## src/rtl/pack_fifo_pkg.sv

```systemverilog
// Shared defaults and word/pointer/level types for the pack_fifo block.
// Build option: PACK_FIFO_ERR_FLAGS_EN enables the sticky overflow/underflow registers.
package pack_fifo_pkg;
  localparam int DEF_DATA_SIZE = 32;
  localparam int DEF_ADDR_SIZE = 6;
  localparam int DEF_NB_PACK   = 16;
  localparam int DEF_AF_MARGIN = 4;

  typedef logic [DEF_DATA_SIZE-1:0] word_t;
  typedef logic [DEF_ADDR_SIZE-1:0] ptr_t;
  typedef logic [DEF_ADDR_SIZE:0]   lvl_t;
endpackage

```

## src/rtl/pack_fifo_if.sv

```systemverilog
// Handshake/status bundle between the capture/bus side and pack_fifo.
//   master : drives clear, data_in, w_e, r_ack; observes data and status
//   slave  : the FIFO itself
interface pack_fifo_if
  import pack_fifo_pkg::*;
#(
  parameter int DATA_SIZE = DEF_DATA_SIZE,
  parameter int ADDR_SIZE = DEF_ADDR_SIZE
);
  logic                 clear;
  logic [DATA_SIZE-1:0] data_in;
  logic                 w_e;
  logic                 r_ack;
  logic [DATA_SIZE-1:0] data_out;
  logic                 data_valid;
  logic [ADDR_SIZE:0]   level;
  logic                 nb_pack_available;
  logic                 almost_full;
  logic                 full;
  logic                 empty;
  logic                 overflow;
  logic                 underflow;

  modport master (
    output clear, data_in, w_e, r_ack,
    input  data_out, data_valid, level, nb_pack_available,
           almost_full, full, empty, overflow, underflow
  );

  modport slave (
    input  clear, data_in, w_e, r_ack,
    output data_out, data_valid, level, nb_pack_available,
           almost_full, full, empty, overflow, underflow
  );
endinterface

```

## src/rtl/fifo_dpram.sv

```systemverilog
// Simple dual-port RAM: port A synchronous write, port B synchronous read (1 clk).
// The read register only loads on i_re, so o_rdata holds between reads.
// Ports: clk, rst_n (async low, clears read register only), i_we/i_waddr/i_wdata,
//        i_re/i_raddr, o_rdata.
module fifo_dpram #(
  parameter int DW = 32,
  parameter int AW = 6
) (
  input  logic          clk,
  input  logic          rst_n,
  input  logic          i_we,
  input  logic [AW-1:0] i_waddr,
  input  logic [DW-1:0] i_wdata,
  input  logic          i_re,
  input  logic [AW-1:0] i_raddr,
  output logic [DW-1:0] o_rdata
);
  logic [DW-1:0] r_mem [0:(2**AW)-1];

  always_ff @(posedge clk) begin
    if (i_we) r_mem[i_waddr] <= i_wdata;
  end

  // Read-before-write: a same-address write-through returns the old word.
  always_ff @(posedge clk or negedge rst_n) begin
    if (!rst_n)    o_rdata <= '0;
    else if (i_re) o_rdata <= r_mem[i_raddr];
  end
endmodule

```

## src/rtl/pack_fifo.sv

```systemverilog
// Parametrised sync FIFO for the video_in path with burst-packet availability.
// Ports: clk, nRST (async low), bus (pack_fifo_if.slave: clear, data_in, w_e, r_ack,
//        data_out, data_valid, level, nb_pack_available, almost_full, full, empty,
//        overflow, underflow).
// Build option: PACK_FIFO_ERR_FLAGS_EN -> sticky overflow/underflow registers;
//               otherwise those outputs are tied low.
module pack_fifo
  import pack_fifo_pkg::*;
#(
  parameter int DATA_SIZE = DEF_DATA_SIZE,
  parameter int ADDR_SIZE = DEF_ADDR_SIZE,
  parameter int NB_PACK   = DEF_NB_PACK,
  parameter int AF_MARGIN = DEF_AF_MARGIN
) (
  input  logic        clk,
  input  logic        nRST,
  pack_fifo_if.slave  bus
);
  localparam int D = 2**ADDR_SIZE;
  localparam logic [ADDR_SIZE:0] LVL_FULL = (ADDR_SIZE+1)'(D);
  localparam logic [ADDR_SIZE:0] LVL_AF   = (ADDR_SIZE+1)'(D - AF_MARGIN);
  localparam logic [ADDR_SIZE:0] LVL_PACK = (ADDR_SIZE+1)'(NB_PACK);

  logic [ADDR_SIZE-1:0] r_wr_ptr, r_rd_ptr;
  logic [ADDR_SIZE:0]   r_level;
  logic                 r_data_valid;

  logic w_full, w_empty, w_rd_ok, w_wr_ok, w_rd_en, w_wr_en;

  assign w_full  = (r_level == LVL_FULL);
  assign w_empty = (r_level == '0);
  // A read frees the slot the concurrent write lands in, so full still accepts it.
  assign w_rd_ok = bus.r_ack & ~w_empty;
  assign w_wr_ok = bus.w_e & (~w_full | w_rd_ok);
  assign w_rd_en = w_rd_ok & ~bus.clear;
  assign w_wr_en = w_wr_ok & ~bus.clear;

  always_ff @(posedge clk or negedge nRST) begin
    if (!nRST) begin
      r_wr_ptr     <= '0;
      r_rd_ptr     <= '0;
      r_level      <= '0;
      r_data_valid <= 1'b0;
    end else if (bus.clear) begin
      r_wr_ptr     <= '0;
      r_rd_ptr     <= '0;
      r_level      <= '0;
      r_data_valid <= 1'b0;
    end else begin
      if (w_wr_ok) r_wr_ptr <= r_wr_ptr + 1'b1;
      if (w_rd_ok) r_rd_ptr <= r_rd_ptr + 1'b1;
      case ({w_wr_ok, w_rd_ok})
        2'b10:   r_level <= r_level + 1'b1;
        2'b01:   r_level <= r_level - 1'b1;
        default: r_level <= r_level;
      endcase
      r_data_valid <= w_rd_ok;
    end
  end

  fifo_dpram #(
    .DW (DATA_SIZE),
    .AW (ADDR_SIZE)
  ) u_ram (
    .clk     (clk),
    .rst_n   (nRST),
    .i_we    (w_wr_en),
    .i_waddr (r_wr_ptr),
    .i_wdata (bus.data_in),
    .i_re    (w_rd_en),
    .i_raddr (r_rd_ptr),
    .o_rdata (bus.data_out)
  );

  assign bus.data_valid        = r_data_valid;
  assign bus.level             = r_level;
  assign bus.full              = w_full;
  assign bus.empty             = w_empty;
  assign bus.almost_full       = (r_level >= LVL_AF);
  assign bus.nb_pack_available = (r_level >= LVL_PACK);

`ifdef PACK_FIFO_ERR_FLAGS_EN
  logic r_overflow, r_underflow;

  always_ff @(posedge clk or negedge nRST) begin
    if (!nRST) begin
      r_overflow  <= 1'b0;
      r_underflow <= 1'b0;
    end else if (bus.clear) begin
      r_overflow  <= 1'b0;
      r_underflow <= 1'b0;
    end else begin
      if (bus.w_e & ~w_wr_ok)   r_overflow  <= 1'b1;
      if (bus.r_ack & w_empty)  r_underflow <= 1'b1;
    end
  end

  assign bus.overflow  = r_overflow;
  assign bus.underflow = r_underflow;
`else
  assign bus.overflow  = 1'b0;
  assign bus.underflow = 1'b0;
`endif
endmodule

```

## src/flat_wrapper.sv

```systemverilog
// flat-port wrapper written by rule: the top's interface ports become plain ports
module pack_fifo_flat import pack_fifo_pkg::*;
#(
  parameter int DATA_SIZE = DEF_DATA_SIZE,
  parameter int ADDR_SIZE = DEF_ADDR_SIZE,
  parameter int NB_PACK   = DEF_NB_PACK,
  parameter int AF_MARGIN = DEF_AF_MARGIN
)
  (clk, nRST, bus_clear, bus_data_in, bus_w_e, bus_r_ack, bus_data_out, bus_data_valid, bus_level, bus_nb_pack_available, bus_almost_full, bus_full, bus_empty, bus_overflow, bus_underflow);
  pack_fifo_if #(.DATA_SIZE(DATA_SIZE), .ADDR_SIZE(ADDR_SIZE)) bus_i ();
  input  logic clk;
  input  logic nRST;
  input wire logic [$bits(bus_i.clear)-1:0] bus_clear;
  input wire logic [$bits(bus_i.data_in)-1:0] bus_data_in;
  input wire logic [$bits(bus_i.w_e)-1:0] bus_w_e;
  input wire logic [$bits(bus_i.r_ack)-1:0] bus_r_ack;
  output wire logic [$bits(bus_i.data_out)-1:0] bus_data_out;
  output wire logic [$bits(bus_i.data_valid)-1:0] bus_data_valid;
  output wire logic [$bits(bus_i.level)-1:0] bus_level;
  output wire logic [$bits(bus_i.nb_pack_available)-1:0] bus_nb_pack_available;
  output wire logic [$bits(bus_i.almost_full)-1:0] bus_almost_full;
  output wire logic [$bits(bus_i.full)-1:0] bus_full;
  output wire logic [$bits(bus_i.empty)-1:0] bus_empty;
  output wire logic [$bits(bus_i.overflow)-1:0] bus_overflow;
  output wire logic [$bits(bus_i.underflow)-1:0] bus_underflow;
  assign bus_i.clear = bus_clear;
  assign bus_i.data_in = bus_data_in;
  assign bus_i.w_e = bus_w_e;
  assign bus_i.r_ack = bus_r_ack;
  assign bus_data_out = bus_i.data_out;
  assign bus_data_valid = bus_i.data_valid;
  assign bus_level = bus_i.level;
  assign bus_nb_pack_available = bus_i.nb_pack_available;
  assign bus_almost_full = bus_i.almost_full;
  assign bus_full = bus_i.full;
  assign bus_empty = bus_i.empty;
  assign bus_overflow = bus_i.overflow;
  assign bus_underflow = bus_i.underflow;
  pack_fifo #(.DATA_SIZE(DATA_SIZE), .ADDR_SIZE(ADDR_SIZE), .NB_PACK(NB_PACK), .AF_MARGIN(AF_MARGIN)) u_core (.clk(clk), .nRST(nRST), .bus(bus_i));
endmodule
```

## config.mk

```make
export PLATFORM = sky130hd
export DESIGN_NAME = pack_fifo_flat
export DESIGN_NICKNAME = d
export VERILOG_FILES = /design/src/rtl/pack_fifo_pkg.sv /design/src/rtl/pack_fifo_if.sv /design/src/rtl/fifo_dpram.sv /design/src/rtl/pack_fifo.sv /design/src/flat_wrapper.sv
export SDC_FILE = /design/constraint.sdc
export NUM_CORES = 2
export LEC_CHECK = 0
export ABC_AREA = 1
export BUFFER_PORTS_ARGS = -buffer_cell sky130_fd_sc_hd__buf_4
export CORE_AREA = 3 3 401 502
export CTS_CLUSTER_DIAMETER = 40
export DETAILED_ROUTE_END_ITERATION = 7
export DIE_AREA = 0 0 404 505
export HOLD_SLACK_MARGIN = 0.05
export PLACE_DENSITY = 0.67
export SLEW_MARGIN = 20
export SYNTH_ARGS = -nofsm -noshare
export SYNTH_HDL_FRONTEND = slang
export SYNTH_HIERARCHICAL = 1
export SYNTH_SLANG_ARGS = --single-unit
```

## constraint.sdc

```tcl
create_clock -name clk -period 6.6 [get_ports clk]
set_input_delay 1.65 -clock clk [delete_from_list [all_inputs] [get_ports clk]]
set_output_delay 1.65 -clock clk [all_outputs]
set_load 0.05 [all_outputs]
```

==> run metrics <==
simple-gate area share of the yosys netlist=22.24%; post-cts sizing count=0; Setup Viol. Count Final=0; setup slack on the worst flop-to-flop path=2.62 ns; switching power total=0.01181 W; maximum ir drop on the vdd rail=0.0004971 V; buffer and inverter count on the worst path=2; cell accounting for the most synthesized area=edfxtp_1; Register-to-Register Path Depth=10; top cells by count, synth=nand2_1 (2150), edfxtp_1 (2048), nand3_1 (2045), buf_2 (240), clkbuf_1 (93); Fin Setup TNS=0 ns; cell area after layout=96680 sq um; biggest fanout along the worst timing path=140; RSZ-0062 raised after global routing=false; final non-filler cell total=9721; cell count after placement=about 9200; Internal Dissipation=about 0.026 W; Overflow after GRT=0; layout cells sized above 1=under 10%; largest net degree at the start of global routing=239; synthesized-area fraction occupied by ao, oa, aoi and oai cells=less than 1%; count of routing violations after the opening detailed-route iteration=6893; combinational group share of total power=21.6%; worst-case hold path end point=u_core/u_ram/o_rdata[13]$_DFFE_PN0P_; Leakage Power=33.71 nW; highest clock frequency the design can meet=0.2512 GHz; worst hold path type=reg -> reg; share of the clock period used by the worst path after layout=about three fifths; Vert. Die Dim=505 um; kind of capture point of the worst setup path=flip-flop; warning count from the yosys run=6; top cell type's share of synthesized area=72.78%; Initial Utilization=between 40% and 50%; number of nets at the end of the flow=6988; final weighted congestion of routability-driven global placement=0.8648; sequential share of power=around 40%; Crit path required time=7.42 ns; most common cell type on the critical path=nand3_1; count of state elements after synthesis=2100; area growth from synthesis to layout=14.41%; overall via count from detail_route=55650; die area=204000 sq um; cell count after synthesis=roughly 6900; end of the worst register-to-register path=u_core/u_ram/o_rdata[23]$_DFFE_PN0P_; top area cells in the synthesized netlist=edfxtp_1 (73%), nand3_1 (12%), nand2_1 (9.6%); Post-Route WL=approximately 230 mm; DPL Wire Length=123.6 mm; vias per cell=5.725; xor/xnor cell area share of the yosys netlist=less than 1%; Avg Synthesized Cell Area=12.20 sq um; Post-DP Area=87450 sq um; sequential fraction of the synthesis area=about 74%; die span in x=404 um; Clk Latency, worst-skew pair=0.90 ns; Fin. Hold Viols=0; most instantiated library cell after synthesis=nand2_1; CTS tree=done; post-synthesis mux area share=0%; slew at the pin closest to its max-slew limit=1.134 ns; Final Slew Violations=0; maximum clock skew at final layout=0.05362 ns; number of antenna violations at the first check in global routing=4; Clk pin slew, worst setup/hold paths=0.06 ns; Max clock buf depth=4; Std-Cell Rows=182; via count of the first global-routing pass=52650; net switching fraction of the power=roughly 31%; DR DRC count=0; startpoint of the worst-slack reg-to-reg timing path=u_core/r_rd_ptr[0]$_DFFE_PN0P_; Adder-Cell Fraction of Synth Area=0.1273%; cts bufs inserted=about 280; type of element launching the critical path=flip-flop; combinational family with the most area after synthesis=simple AND/OR/NAND/NOR gates; sinks on the clock net=between 2000 and 2500; post-detailed-route wirelength per cell=23.50 um; Slew Limit Headroom=24.22%; port buffer count=80; peak per-stage delay on the critical path=roughly 0.86 ns; distinct cell type count of the synthesized netlist=36; count of TritonRoute iterations in the first routing pass=6; number of enable-type register cells in the synthesized netlist=2048; Clk Tree Root Cell=clkbuf_16; Most used DFF post-synth=edfxtp_1; residual antenna-violating net count after detailed routing=0; first-pass GRT wire length=~340 mm; list of cells traversed by the critical path=buf_4 > buf_12 > nand2_1 > nand3_1 > nand3_1 > nand3_1 > nand3_1 > nand3_1 > nand3_1 > nand2_1; Hold Path Stages=2; total track usage=21.78%; hold path startpoint=u_core/u_ram/o_rdata[13]$_DFFE_PN0P_; Setup Crit Path Kind=reg -> reg; power density over the cells=391.0 nW/um^2; number of fillers in the final layout=16730; proportion of synthesized flip-flops having asynchronous set or reset=2.476%; Std-Cell Core Area=between 150000 and 200000 sq um; CP arrival=~4.8 ns; status=finished, final reports clean; cts hold-fix bufs=0; relative contribution of the clock network to total power=38.5%; post-layout utilization of the core=49.14%; number of violations of the max-capacitance limit=0; post-synthesis cell area=84500 sq um; Setup Buffers After CTS=0; cell at the slowest stage of the critical path=dfrtp_4; Worst path top cell family by delay=simple AND/OR/NAND/NOR gates; Max H-tree Level=5; final critical-path required period=approximately 4.0 ns; num ports=83
-- sequential cells by signal, indices dropped and copies added, names as in the netlist --
name / cells
u_core/bus.level: 7
u_core/u_ram/r_mem: 2048
u_core/bus.data_valid: 1
u_core/u_ram/o_rdata: 32
u_core/r_rd_ptr: 6
u_core/r_wr_ptr: 6
-- power groups by stage --
stage	logic [W]	clock network (W)	registers, W
floorplan	0.00553	0	0.0156
global placement	0.00795	0	0.0154
detailed placement	0.00808	0	0.0154
CTS	0.00812	0.0147	0.0151
global route	0.00889	0.0153	0.0151
finish	0.00816	0.0145	0.0151
-- stage by stage --
stage                     hold WS (ns)  total power [W]  worst slack (ns)
final                           0.4821          0.03780             2.619
after global routing            0.5007          0.03930             2.507
after CTS                       0.4855          0.03794             2.761
after detailed placement        0.4707          0.02346             2.117
after global placement          0.4673          0.02332             2.060
after floorplan                 0.4308          0.02112            0.3712
-- layer usage --
metal	up-vias	GRT usage, %	share of wire [%]
met3	429	4.476	9.1
li1	24840	-	-
met4	0	7.385	3.1
met1	27470	28.71	38
met2	2908	35.98	49
met5	-	0	0
-- cells by family (layout without fill, tap and decap cells) --
kind of cell             after synthesis  in the layout
XOR/XNOR                               6              6
adder cells (fa/ha/maj)                8              8
other                                  1              5
AO/OA/AOI/OAI                         19             19
AND/OR/NAND/NOR                     4298           4298
buffers and inverters                495            709
flip-flops                          2100           2100
-- layout by cell type, fill, tap and decap left out, drive strengths merged --
master / Yosys / final
a21oi: 6 / 6
buf: 366 / 194
bufinv: 0 / 25
clkbuf: 94 / 323
clkinv: 0 / 90
clkinvlp: 0 / 18
conb: 1 / 2
dfrtp: 52 / 52
diode: 0 / 3
edfxtp: 2048 / 2048
fa: 1 / 1
ha: 7 / 7
inv: 35 / 59
nand2: 2155 / 2155
nand3: 2046 / 2046
nand4: 14 / 14
nor2: 70 / 70
nor3: 3 / 3
nor3b: 1 / 1
nor4: 8 / 8
o211ai: 1 / 1
o21a: 1 / 1
o21ai: 10 / 10
o31ai: 1 / 1
or2: 1 / 1
xnor2: 3 / 3
xor2: 3 / 3
-- cell type report --
type                    count  area, sq um  area share, %
well taps                2576         3223          3.334
clock inverters           157         1609          1.664
inverters                  35        167.7         0.1734
repair buffers            194         1937          2.003
flip-flops and latches   2100        62820          64.98
multi-input cells        4333        19560          20.23
diodes                      3        7.507       0.007765
clock buffers             323         7358          7.611
-- worst max path at each step --
stage                                               start                                   end  cells past startpoint
after floorplan                                 bus_r_ack   u_core/u_ram/r_mem[48][0]$_DFFE_PP_                      7
after global placement                          bus_r_ack  u_core/u_ram/r_mem[10][27]$_DFFE_PP_                      8
after detailed placement                        bus_r_ack   u_core/u_ram/r_mem[12][9]$_DFFE_PP_                      9
after CTS                 u_core/bus.level[2]$_DFFE_PN0P_                              bus_full                      6
after global routing       u_core/r_rd_ptr[0]$_DFFE_PN0P_  u_core/u_ram/o_rdata[13]$_DFFE_PN0P_                     10
final                      u_core/r_rd_ptr[0]$_DFFE_PN0P_  u_core/u_ram/o_rdata[23]$_DFFE_PN0P_                     10
-- worst register-to-register path, stage by stage (launching register included) --
cell	delay [ns]
dfrtp_4	0.86
buf_4	0.69
buf_12	0.61
nand2_1	0.21
nand3_1	0.11
nand3_1	0.17
nand3_1	0.19
nand3_1	0.26
nand3_1	0.42
nand3_1	0.28
nand2_1	0.13
(Power assumes the default switching activity.)
